==> src/rtl/pipe_pkg.sv <==
// Shared constants and slot-load selector for the pipeline stage register.
package pipe_pkg;

    localparam int unsigned PIPE_PERF_W = 32;

    typedef enum logic [1:0] {
        SEL_IN   = 2'd0,
        SEL_SKID = 2'd1,
        SEL_HOLD = 2'd2
    } slot_sel_e;

endpackage

==> src/rtl/pipe_slot.sv <==
// One {valid, data} holding register with load, drop and clear (reset/flush).
module pipe_slot #(
    parameter int unsigned WIDTH      = 64,
    parameter bit          CLEAR_DATA = 1'b1
) (
    input  logic             clk,
    input  logic             reset,
    input  logic             clear,
    input  logic             load,
    input  logic             drop,
    input  logic [WIDTH-1:0] load_data,
    output logic             valid,
    output logic [WIDTH-1:0] data
);

    // Clear beats load beats drop; payload is only zeroed when CLEAR_DATA is set.
    always_ff @(posedge clk) begin
        if (reset || clear) begin
            valid <= 1'b0;
            if (CLEAR_DATA) begin
                data <= '0;
            end
        end else if (load) begin
            valid <= 1'b1;
            data  <= load_data;
        end else if (drop) begin
            valid <= 1'b0;
        end
    end

endmodule

==> src/rtl/pipe_stage_reg.sv <==
// Pipeline stage register with valid/ready handshake, 2-entry skid buffer and flush.
// Optional stall counter port enabled by defining PIPE_STAGE_PERF_EN.
module pipe_stage_reg
    import pipe_pkg::*;
#(
    parameter int unsigned WIDTH      = 64,
    parameter bit          CLEAR_DATA = 1'b1
) (
    input  logic                   clk,
    input  logic                   reset,
    input  logic                   flush,
    input  logic                   in_valid,
    output logic                   in_ready,
    input  logic [WIDTH-1:0]       in_data,
    output logic                   out_valid,
    input  logic                   out_ready,
    output logic [WIDTH-1:0]       out_data
`ifdef PIPE_STAGE_PERF_EN
    ,
    output logic [PIPE_PERF_W-1:0] stall_cycles
`endif
);

    logic             m_v;
    logic             s_v;
    logic [WIDTH-1:0] m_d;
    logic [WIDTH-1:0] s_d;

    logic             acc_c;
    logic             pop_c;
    slot_sel_e        main_sel_c;
    logic             main_load_c;
    logic             main_drop_c;
    logic [WIDTH-1:0] main_load_data_c;
    logic             skid_load_c;
    logic             skid_drop_c;

    assign in_ready  = !s_v;
    assign out_valid = m_v;
    assign out_data  = m_d;

    assign acc_c = in_valid && in_ready;
    assign pop_c = m_v && out_ready;

    // Slot update selection; skid only fills when main is held, and drains first on pop.
    always_comb begin
        main_sel_c  = SEL_HOLD;
        main_drop_c = 1'b0;
        skid_load_c = 1'b0;
        skid_drop_c = 1'b0;
        if (pop_c && s_v) begin
            main_sel_c  = SEL_SKID;
            skid_drop_c = 1'b1;
        end else if (pop_c) begin
            if (acc_c) begin
                main_sel_c = SEL_IN;
            end else begin
                main_drop_c = 1'b1;
            end
        end else if (acc_c) begin
            if (!m_v) begin
                main_sel_c = SEL_IN;
            end else begin
                skid_load_c = 1'b1;
            end
        end
    end

    assign main_load_c      = (main_sel_c != SEL_HOLD);
    assign main_load_data_c = (main_sel_c == SEL_SKID) ? s_d : in_data;

    pipe_slot #(
        .WIDTH      (WIDTH),
        .CLEAR_DATA (CLEAR_DATA)
    ) u_main (
        .clk       (clk),
        .reset     (reset),
        .clear     (flush),
        .load      (main_load_c),
        .drop      (main_drop_c),
        .load_data (main_load_data_c),
        .valid     (m_v),
        .data      (m_d)
    );

    pipe_slot #(
        .WIDTH      (WIDTH),
        .CLEAR_DATA (CLEAR_DATA)
    ) u_skid (
        .clk       (clk),
        .reset     (reset),
        .clear     (flush),
        .load      (skid_load_c),
        .drop      (skid_drop_c),
        .load_data (in_data),
        .valid     (s_v),
        .data      (s_d)
    );

`ifdef PIPE_STAGE_PERF_EN
    // Saturating count of cycles the downstream stage holds off a valid beat.
    always_ff @(posedge clk) begin
        if (reset) begin
            stall_cycles <= '0;
        end else if (m_v && !out_ready && !flush && (stall_cycles != '1)) begin
            stall_cycles <= stall_cycles + PIPE_PERF_W'(1);
        end
    end
`endif

    // A filled skid slot always sits behind a filled main slot.
    always_ff @(posedge clk) begin
        if (!reset) begin
            assert (!s_v || m_v);
        end
    end

endmodule
==> config.mk <==
export PLATFORM = sky130hd
export DESIGN_NAME = pipe_stage_reg
export DESIGN_NICKNAME = d
export VERILOG_FILES = /design/src/rtl/pipe_pkg.sv /design/src/rtl/pipe_slot.sv /design/src/rtl/pipe_stage_reg.sv
export SDC_FILE = /design/constraint.sdc
export NUM_CORES = 1
export LEC_CHECK = 0
export BUFFER_PORTS_ARGS = -buffer_cell sky130_fd_sc_hd__buf_2
export CAP_MARGIN = 15
export CORE_MARGIN = 1
export CORE_UTILIZATION = 56
export DETAILED_ROUTE_END_ITERATION = 7
export GPL_TIMING_DRIVEN = 0
export HOLD_SLACK_MARGIN = 0.03
export PLACE_DENSITY = 0.94
export SLEW_MARGIN = 20
export SYNTH_ARGS = -nofsm -noshare
export SYNTH_HDL_FRONTEND = slang
export SYNTH_SLANG_ARGS = --single-unit
==> constraint.sdc <==
create_clock -name clk -period 2.45 [get_ports clk]
set_input_delay 0.3675 -clock clk [delete_from_list [all_inputs] [get_ports clk]]
set_output_delay 0.3675 -clock clk [all_outputs]
set_load 0.1 [all_outputs]
==> flow_summary.json, run 1 <==
{
  "coreArea_um2": 8680,
  "hold_viol": 0,
  "netSwitchingFraction_pct": 26.7,
  "p_int_uw": 4030,
  "tightest_slew_ns": 0.547,
  "clockBufferDepth": 2,
  "synth_nets": 583,
  "grt_max_degree": 17,
  "rsz0062_at_grt": "false",
  "die_h_um": 96.3,
  "dr.pass1.iters": 5,
  "clk_pin_slew_worst_paths_ns": 0.06,
  "io_pins": 135,
  "antenna_cells": 0,
  "period_share_pct": 76.3,
  "synthTopCellsByArea": "dfxtp_1 52%, o221a_1 14%, nand2_1 9.8%",
  "gr-total-overflow": 0,
  "fin_skew_ns": 0.00827,
  "die_w_um": 96.3,
  "numCtsBuffers": 17,
  "ir_worst_vdd_mv": 0.506,
  "antenna_found_initial": 0,
  "stdcell_area_um2": 6390,
  "htree_levels": 4,
  "crit_path_end_kind": "output pin",
  "cts_tree": "built",
  "ys_types": 21,
  "yosysTopAreaCellShare_pct": 52.3,
  "yosys.area.top_type": "dfxtp_1",
  "routed_wl_um": 13100,
  "cts_setup_buffers": 0,
  "dr_total_vias": 4615,
  "ant_nets": 0,
  "drc": 0,
  "power_frac_clock_pct": 47.0,
  "seq_area_frac_synth_pct": 52.3,
  "holdBufCountCts": 0,
  "clockRootBuffer": "clkbuf_8",
  "wl_per_cell_um": 16.7,
  "slew_viol_final": 0,
  "syn_avg_cell_area_um2": 9.68,
  "timing.fmax_mhz": 535,
  "layout_commonest_cell": "buf_2",
  "pwr-share-seq_pct": 39.9,
  "cp_max_fo": 8,
  "cap_violations": 0,
  "grt_pass1_wl_um": 20400,
  "num_rows": 34,
  "arrival_ns": 1.50,
  "viasPerCell": 5.87,
  "worst_slack_ns": 0.581,
  "leakagePower_uw": 0.00258,
  "drt_iter0_markers": 213,
  "status": "completed",
  "pre_cts_slack_ns": 0.691,
  "grt_pass1_vias": 4329,
  "dpl-instance-area_um2": 5780,
  "ys_ff_latch": 130,
  "worstHoldPathType": "in -> reg",
  "p_per_area_nw_per_um2": 862,
  "synthesis.area_um2": 4980,
  "p_switching_uw": 1470,
  "drive_gt1_share_pct": 28.3,
  "fin_nets": 736,
  "period_minus_slack_ns": 1.87,
  "area_growth_pct": 28.3,
  "max-slew-margin-rel_pct": 63.5,
  "layout_common_cells": "148 x buf_2, 130 x nand2_1, 130 x dfxtp_1",
  "combPwrFrac_pct": 13.0,
  "setup-violations-final": 0,
  "clock-sinks": 130,
  "crit_type": "reg -> out",
  "portBuffers": 134,
  "syn_inst": 514,
  "place_congestion": 0.790,
  "initial_utilization_pct": 57.3,
  "die_area_um2": 9270,
  "ctsResizeCount": 0,
  "grt.total_usage_pct": 29.1,
  "setup_tns_ns": 0,
  "ys_warn_count": 0,
  "clk_latency_ns": 0.52,
  "hpwl_um": 8760,
  "cp.required_ns": 2.08,
  "startpoint_type": "flop"
}
==> worst max-delay path: stages, from the launching register on <==
cell     delay, ns
dfxtp_1       0.29
buf_2         0.15
inv_1         0.10
buf_2         0.44
==> metal layers <==
metal	wire length [µm]	track usage, %	vias to the layer above
li1	-	-	2159
met1	5390	35.4	2206
met2	6370	47.3	210
met3	962	8.21	40
met4	380	13.6	0
met5	0	0	-
==> power by group through the flow <==
stage	Clock [µW]	Combinational, µW	Sequential, µW
6_report	2590	717	2200
5_1_grt	2700	751	2200
4_1_cts	2600	715	2200
2_1_floorplan	0	186	2590
3_3_place_gp	0	700	2240
3_5_place_dp	0	710	2240
==> cell families after synthesis <==
logic type / synth area share [%]
DFF: 52.3
AOI/OAI and AO/OA: 31.1
buffers and inverters: 5.48
and+or+nand+nor: 11.2
==> registers in the layout, indices dropped and copies added (netlist names) <==
name and count:
u_skid.data 64, u_main.valid 1, u_skid.valid 1, u_main.data 64
==> final timing paths <==
kind	endpoint	slack, ns	depth (start not counted)	from
min	u_skid.data[41]	0.10	3	in_data[41]
min reg2reg	u_skid.data[45]	0.46	2	u_skid.data[45]
max reg2reg	u_main.data[40]	0.79	5	u_skid.valid
max	in_ready	0.58	3	u_skid.valid
==> layout make-up <==
| type | count | area (µm²) |
|---|---|---|
| Buffer | 47 | 265 |
| Clock buffer | 20 | 445 |
| Clock inverter | 10 | 159 |
| Inverter | 2 | 7.51 |
| Timing Repair Buffer | 134 | 671 |
| Tap cell | 108 | 135 |
| Fill cell | 621 | 2290 |
| Multi-Input combinational cell | 335 | 2100 |
| Sequential cell | 130 | 2600 |
==> Yosys cell counts, drive strengths merged <==
cell,number
and4bb,1
buf,27
o21a,63
nor2,2
a21oi,66
inv,2
a21boi,1
o21ai,1
o31a,1
nand2,130
nand3,2
clkbuf,20
nand4bb,1
dfxtp,130
nand2b,2
or2,1
o221a,64
==> metrics by stage <==
step / hold slack, ns / util (%) / total power, µW / instances
floorplan: 0.436 / - / 2780 / 514
global placement: 0.442 / 66.6 / 2940 / 756
detailed placement: 0.448 / 66.6 / 2950 / 756
CTS: 0.0936 / 73.6 / 5510 / 786
global route: 0.0923 / 73.6 / 5660 / 786
finish: 0.100 / 73.6 / 5510 / 786
Power figures use the tool's default switching activity.
==> run 2, diff against run 1 <==
- CORE_UTILIZATION: 56 -> 47
- PLACE_DENSITY: 0.94 -> 0.86
- clock period: 2.45 -> 1.6 ns (I/O delays scaled with it)
==> run 2 against run 1 <==
Against the previous run: largest power group unchanged; sequential share of layout area down 3.6 points; clock power up 34%; die area up 19%; first-iteration DRC count up 37%; sequential power up 53%; count of clock-buffer cells in the layout up 4.
==> flow_summary.json, run 2 (synthesized netlist as in run 1, its figures left out) <==
{
  "viasPerCell": 5.38,
  "coreArea_um2": 10300,
  "crit_buf_inv": 1,
  "layout_commonest_cell": "buf_2",
  "clock-sinks": 130,
  "fin_util_pct": 68.3,
  "leakagePower_uw": 0.00282,
  "place_congestion": 0.810,
  "reg2reg_slack_ns": 0.07,
  "holdPathStages": 3,
  "cp_max_fo": 2,
  "startpoint_type": "flop",
  "status": "completed",
  "tightest_slew_ns": 0.599,
  "reg_top3": "u_main.data: 64 flops, u_skid.data: 64 flops",
  "rsz0062_at_grt": "false",
  "io_pins": 135,
  "slew_viol_final": 0,
  "drt_iter0_markers": 291,
  "met3_length_um": 778,
  "antenna_found_initial": 0,
  "dr.pass1.iters": 5,
  "clockRootBuffer": "clkbuf_8",
  "grt_pass1_vias": 4856,
  "drc": 0,
  "r2r-start": "u_skid.valid",
  "crit_type": "reg -> out",
  "m1WireLength_um": 6120,
  "portBuffers": 134,
  "drive_gt1_share_pct": 26.0,
  "die_h_um": 105,
  "setup-violations-final": 0,
  "fin_nets": 801,
  "crit_path_end_kind": "output pin",
  "gr-total-overflow": 0,
  "period_share_pct": 97.1,
  "wl_per_cell_um": 16.1,
  "ant_nets": 0,
  "dp.cells": 784,
  "crit_family": "buffers and inverters",
  "fin_skew_ns": 0.0104,
  "r2r-end": "u_main.data[52]",
  "numCtsBuffers": 17,
  "htree_levels": 4,
  "routed_wl_um": 14200,
  "num_rows": 37,
  "clk_pin_slew_worst_paths_ns": 0.06,
  "arrival_ns": 1.31,
  "top_layer_used": "met4",
  "stdcell_count": 879,
  "p_per_area_nw_per_um2": 1150,
  "timing.fmax_mhz": 644,
  "slowest_stage": "buf_2",
  "min-delay-start": "in_valid",
  "cap_violations": 0,
  "grt_max_degree": 17,
  "max-slew-margin-rel_pct": 60.0,
  "worstHoldPathType": "in -> reg",
  "reg2reg_depth": 5,
  "cts_tree": "built",
  "whs_endpoint": "u_main.valid",
  "area_growth_pct": 41.0,
  "cp_cell_sequence": "buf_2",
  "hpwl_um": 8810,
  "holdWs_ns": 0.0632,
  "cp.required_ns": 1.36,
  "clk_latency_ns": 0.52,
  "period_minus_slack_ns": 1.55,
  "grt_pass1_wl_um": 23100,
  "antenna_cells": 0,
  "grt.total_usage_pct": 26.5,
  "ir_worst_vdd_mv": 0.572,
  "dr_total_vias": 4730,
  "hold_viol": 0,
  "dr_wl_met2_um": 6940,
  "slowest_delay_ns": 0.44,
  "initial_utilization_pct": 48.4,
  "clockBufferDepth": 2,
  "die_area_um2": 11000,
  "layout_common_cells": "145 x buf_2, 130 x nand2_1, 129 x dfxtp_1",
  "die_w_um": 105
}
[run 2: cell types whose count changed in the layout (fill, tap and decap cells not counted), sizes merged]
cell	delta
clkbuf	+4
buf	+1
dlygate4sd3	+64
inv	-1
bufinv	-3
[run 2: routing by layer]
layer,vias up,GRT usage [%]
met5,-,0
met4,0,13.1
met3,32,5.55
met2,189,45.0
met1,2221,31.7
li1,2288,-
[run 2: report_power, final]
group	internal [µW]	total, µW	switching (µW)
Combinational	371	1230	858
Clock	2110	3460	1340
Sequential	3320	3370	47.0
Total	5810	8050	2250
[run 2: through the flow]
stage          setup WS, ns  setup TNS, ns  total power (µW)  cell area (µm²)
2_1_floorplan      -0.00172         -0.103              4250             5000
3_3_place_gp        -0.0213         -0.212              4510             5840
3_5_place_dp        -0.0816          -1.73              4530             5840
4_1_cts              0.0237              0              8070             7010
5_1_grt              0.0102              0              8290             7020
6_report             0.0468              0              8050             7020
[run 2: timing repair]
action / CTS / global route
setup buffers: 1 / 0
resized for setup: 4 / 2
endpoints found under the hold margin: 127 / 0
hold buffers: 64 / 0
setup endpoints to repair: 2 / 3
[run 2: worst max-delay path by stage]
stage,endpoint,start,depth (start not counted)
after floorplan,u_main.data[0],u_skid.valid,5
after global placement,u_main.data[42],flush,5
after detailed placement,u_main.data[32],flush,5
after CTS,out_data[2],u_main.data[2],1
after global routing,out_data[47],u_main.data[47],1
final,out_data[47],u_main.data[47],1
[run 2: final cells by class]
| cell class | instances | area (µm²) |
|---|---|---|
| plain buffers | 47 | 269 |
| inverters | 2 | 11.3 |
| clock inverters | 6 | 57.6 |
| well taps | 136 | 170 |
| repair buffers | 199 | 1330 |
| clock buffers | 24 | 460 |
| flip-flops and latches | 130 | 2610 |
| multi-input cells | 335 | 2110 |
| fillers | 758 | 3260 |
[run 2: worst min-delay path: cells and delay by family]
family	cells	cell delay, ns
buf+inv	1	0.13
simple gates	1	0.10
compound gates	1	0.07
==> run 3, diff against run 2 <==
- ABC_AREA: unset -> 1
- CORE_UTILIZATION: 47 -> 49
- GPL_TIMING_DRIVEN: 0 -> unset
- PLACE_DENSITY: 0.86 -> 0.76
==> run 3 against run 2 <==
Against the previous run: sequential power hardly changed; highest routed layer unchanged; global-route usage is 4.1 points lower; non-clock buffer count is 95 lower; critical endpoint is now in_ready; first-iteration DRC count is 38% higher; largest power group unchanged; critical path type unchanged; clock skew is 0.0032 ns lower; combinational power is 3% higher; clock power hardly changed; fmax is 2.0% higher.
==> flow_summary.json, run 3 <==
{
  "htree_levels": 4,
  "multiInputGateArea_um2": 2660,
  "initial_utilization_pct": 50.8,
  "worstHoldPathType": "in -> reg",
  "ant_nets": 0,
  "yosysTopAreaCellShare_pct": 42.3,
  "die_w_um": 114,
  "ys_types": 17,
  "status": "completed",
  "rsz0062_at_grt": "false",
  "timing.fmax_mhz": 657,
  "r2r-start": "u_skid.valid",
  "area_growth_pct": 20.0,
  "tightest_slew_ns": 0.509,
  "period_share_pct": 95.1,
  "cts_setup_buffers": 0,
  "synthesis.area_um2": 6150,
  "nFillCells": 1205,
  "yosys.area.top_type": "dfxtp_1",
  "antenna_found_initial": 0,
  "syn_avg_cell_area_um2": 6.30,
  "arrival_ns": 1.28,
  "fin_skew_ns": 0.00721,
  "crit_type": "reg -> out",
  "routed_wl_um": 13900,
  "async_flop_share_pct": 0,
  "clk_pin_slew_worst_paths_ns": 0.05,
  "crit_path_end_kind": "output pin",
  "holdBufCountCts": 0,
  "drt_iter0_markers": 401,
  "viasPerCell": 4.55,
  "pre_cts_slack_ns": 0.261,
  "yosysMostFrequentCell": "nor2_1",
  "hold_viol": 0,
  "ir_worst_vdd_mv": 0.729,
  "ys.flop_type": "dfxtp_1",
  "ctsResizeCount": 0,
  "drc": 0,
  "dr.pass1.iters": 8,
  "synth_edf_count": 0,
  "startpoint": "u_skid.valid",
  "worst_slack_ns": 0.0779,
  "hpwl_um": 8410,
  "fin_nets": 1155,
  "die_h_um": 114,
  "cap_violations": 0,
  "layout_commonest_cell": "nor2_1",
  "die_area_um2": 13000,
  "slew_viol_final": 0,
  "setup-violations-final": 0,
  "grt_pass1_wl_um": 23200,
  "setup_tns_ns": 0,
  "place_congestion": 0.729,
  "period_minus_slack_ns": 1.52,
  "numCtsBuffers": 17,
  "grt_pass1_vias": 5097,
  "dr_total_vias": 5764,
  "fin_util_pct": 61.0,
  "antenna_cells": 0,
  "syn_inst": 977,
  "io_pins": 135,
  "grt_max_degree": 71,
  "num_rows": 40,
  "synthTopCellsByArea": "dfxtp_1 42%, nor2_1 20%, nand2_1 12%",
  "min-delay-start": "in_data[37]",
  "cts_tree": "built",
  "clk_latency_ns": 0.42,
  "cp.required_ns": 1.36,
  "seq_area_frac_synth_pct": 42.3,
  "max-slew-margin-rel_pct": 66.3,
  "synth_nets": 1046,
  "ys_warn_count": 0,
  "wl_per_cell_um": 10.9,
  "gr-total-overflow": 0,
  "clock-sinks": 130,
  "grt.total_usage_pct": 22.4,
  "reg_top3": "u_main.data: 64 flops, u_skid.data: 64 flops",
  "portBuffers": 134,
  "clockBufferDepth": 2,
  "drive_gt1_share_pct": 17.3,
  "ys_ff_latch": 130,
  "layout_common_cells": "321 x nor2_1, 193 x nand2_1, 134 x buf_2",
  "synth_common_cells": "321 x nor2_1, 193 x nand2_1, 131 x inv_1, 130 x dfxtp_1, 65 x nand3_1",
  "p_per_area_nw_per_um2": 1090,
  "clockRootBuffer": "clkbuf_16",
  "leakagePower_uw": 0.00343,
  "coreArea_um2": 12100,
  "startpoint_type": "flop",
  "seq_area_um2": 2600,
  "cp_max_fo": 4
}
## run 3: final cells by class
cell class                 instances  area share [%]
inverter                         134            6.81
clock buffer                      25            6.71
clock inverter                     6           0.407
multi-input combinational        652            36.0
timing repair buffer             151            12.0
sequential                       130            35.3
tap                              168            2.85
## run 3: report_power, final
group	switching, µW	total [µW]	leakage, µW	internal (µW)
sequential	43.7	3380	0.00106	3330
combinational	966	1270	0.00210	303
clock	1320	3430	0.000266	2110
total	2330	8080	0.00343	5750
## run 3: metal layers
metal | up-vias | global-route usage, % | share of wire, %
li1 | 3105 | - | -
met1 | 2480 | 27.7 | 47
met2 | 158 | 36.8 | 46
met3 | 21 | 5.13 | 5.1
met4 | 0 | 10.7 | 1.9
met5 | - | 0 | 0
## run 3: cell families after synthesis
logic type             after synthesis  synth area share [%]
DFF                                130                  42.3
and+or+nand+nor                    586                  37.5
AOI/OAI and AO/OA                   66                  5.37
buffers and inverters              195                  14.8
## run 3: worst paths after layout
check	to	cells after the start	slack [ns]
worst max-delay path	in_ready	2	0.08
worst min-delay path	u_skid.data[37]	3	0.08
worst max register to register	u_main.data[23]	6	0.27
worst min register to register	u_skid.data[62]	2	0.48
## run 3: through the flow
step | cell area (µm²) | total power [µW] | cells | hold slack [ns]
6_report | 7380 | 8080 | 1266 | 0.0751
5_1_grt | 7380 | 8400 | 1266 | 0.0771
4_1_cts | 7380 | 8150 | 1266 | 0.0560
3_5_place_dp | 6860 | 4710 | 1235 | 0.471
3_3_place_gp | 6860 | 4700 | 1235 | 0.462
2_1_floorplan | 6150 | 4460 | 977 | 0.388
## run 3: worst max-delay path: stages, from the launching register on
cell and delay (ns):
dfxtp_1 0.36, inv_2 0.08, buf_2 0.43
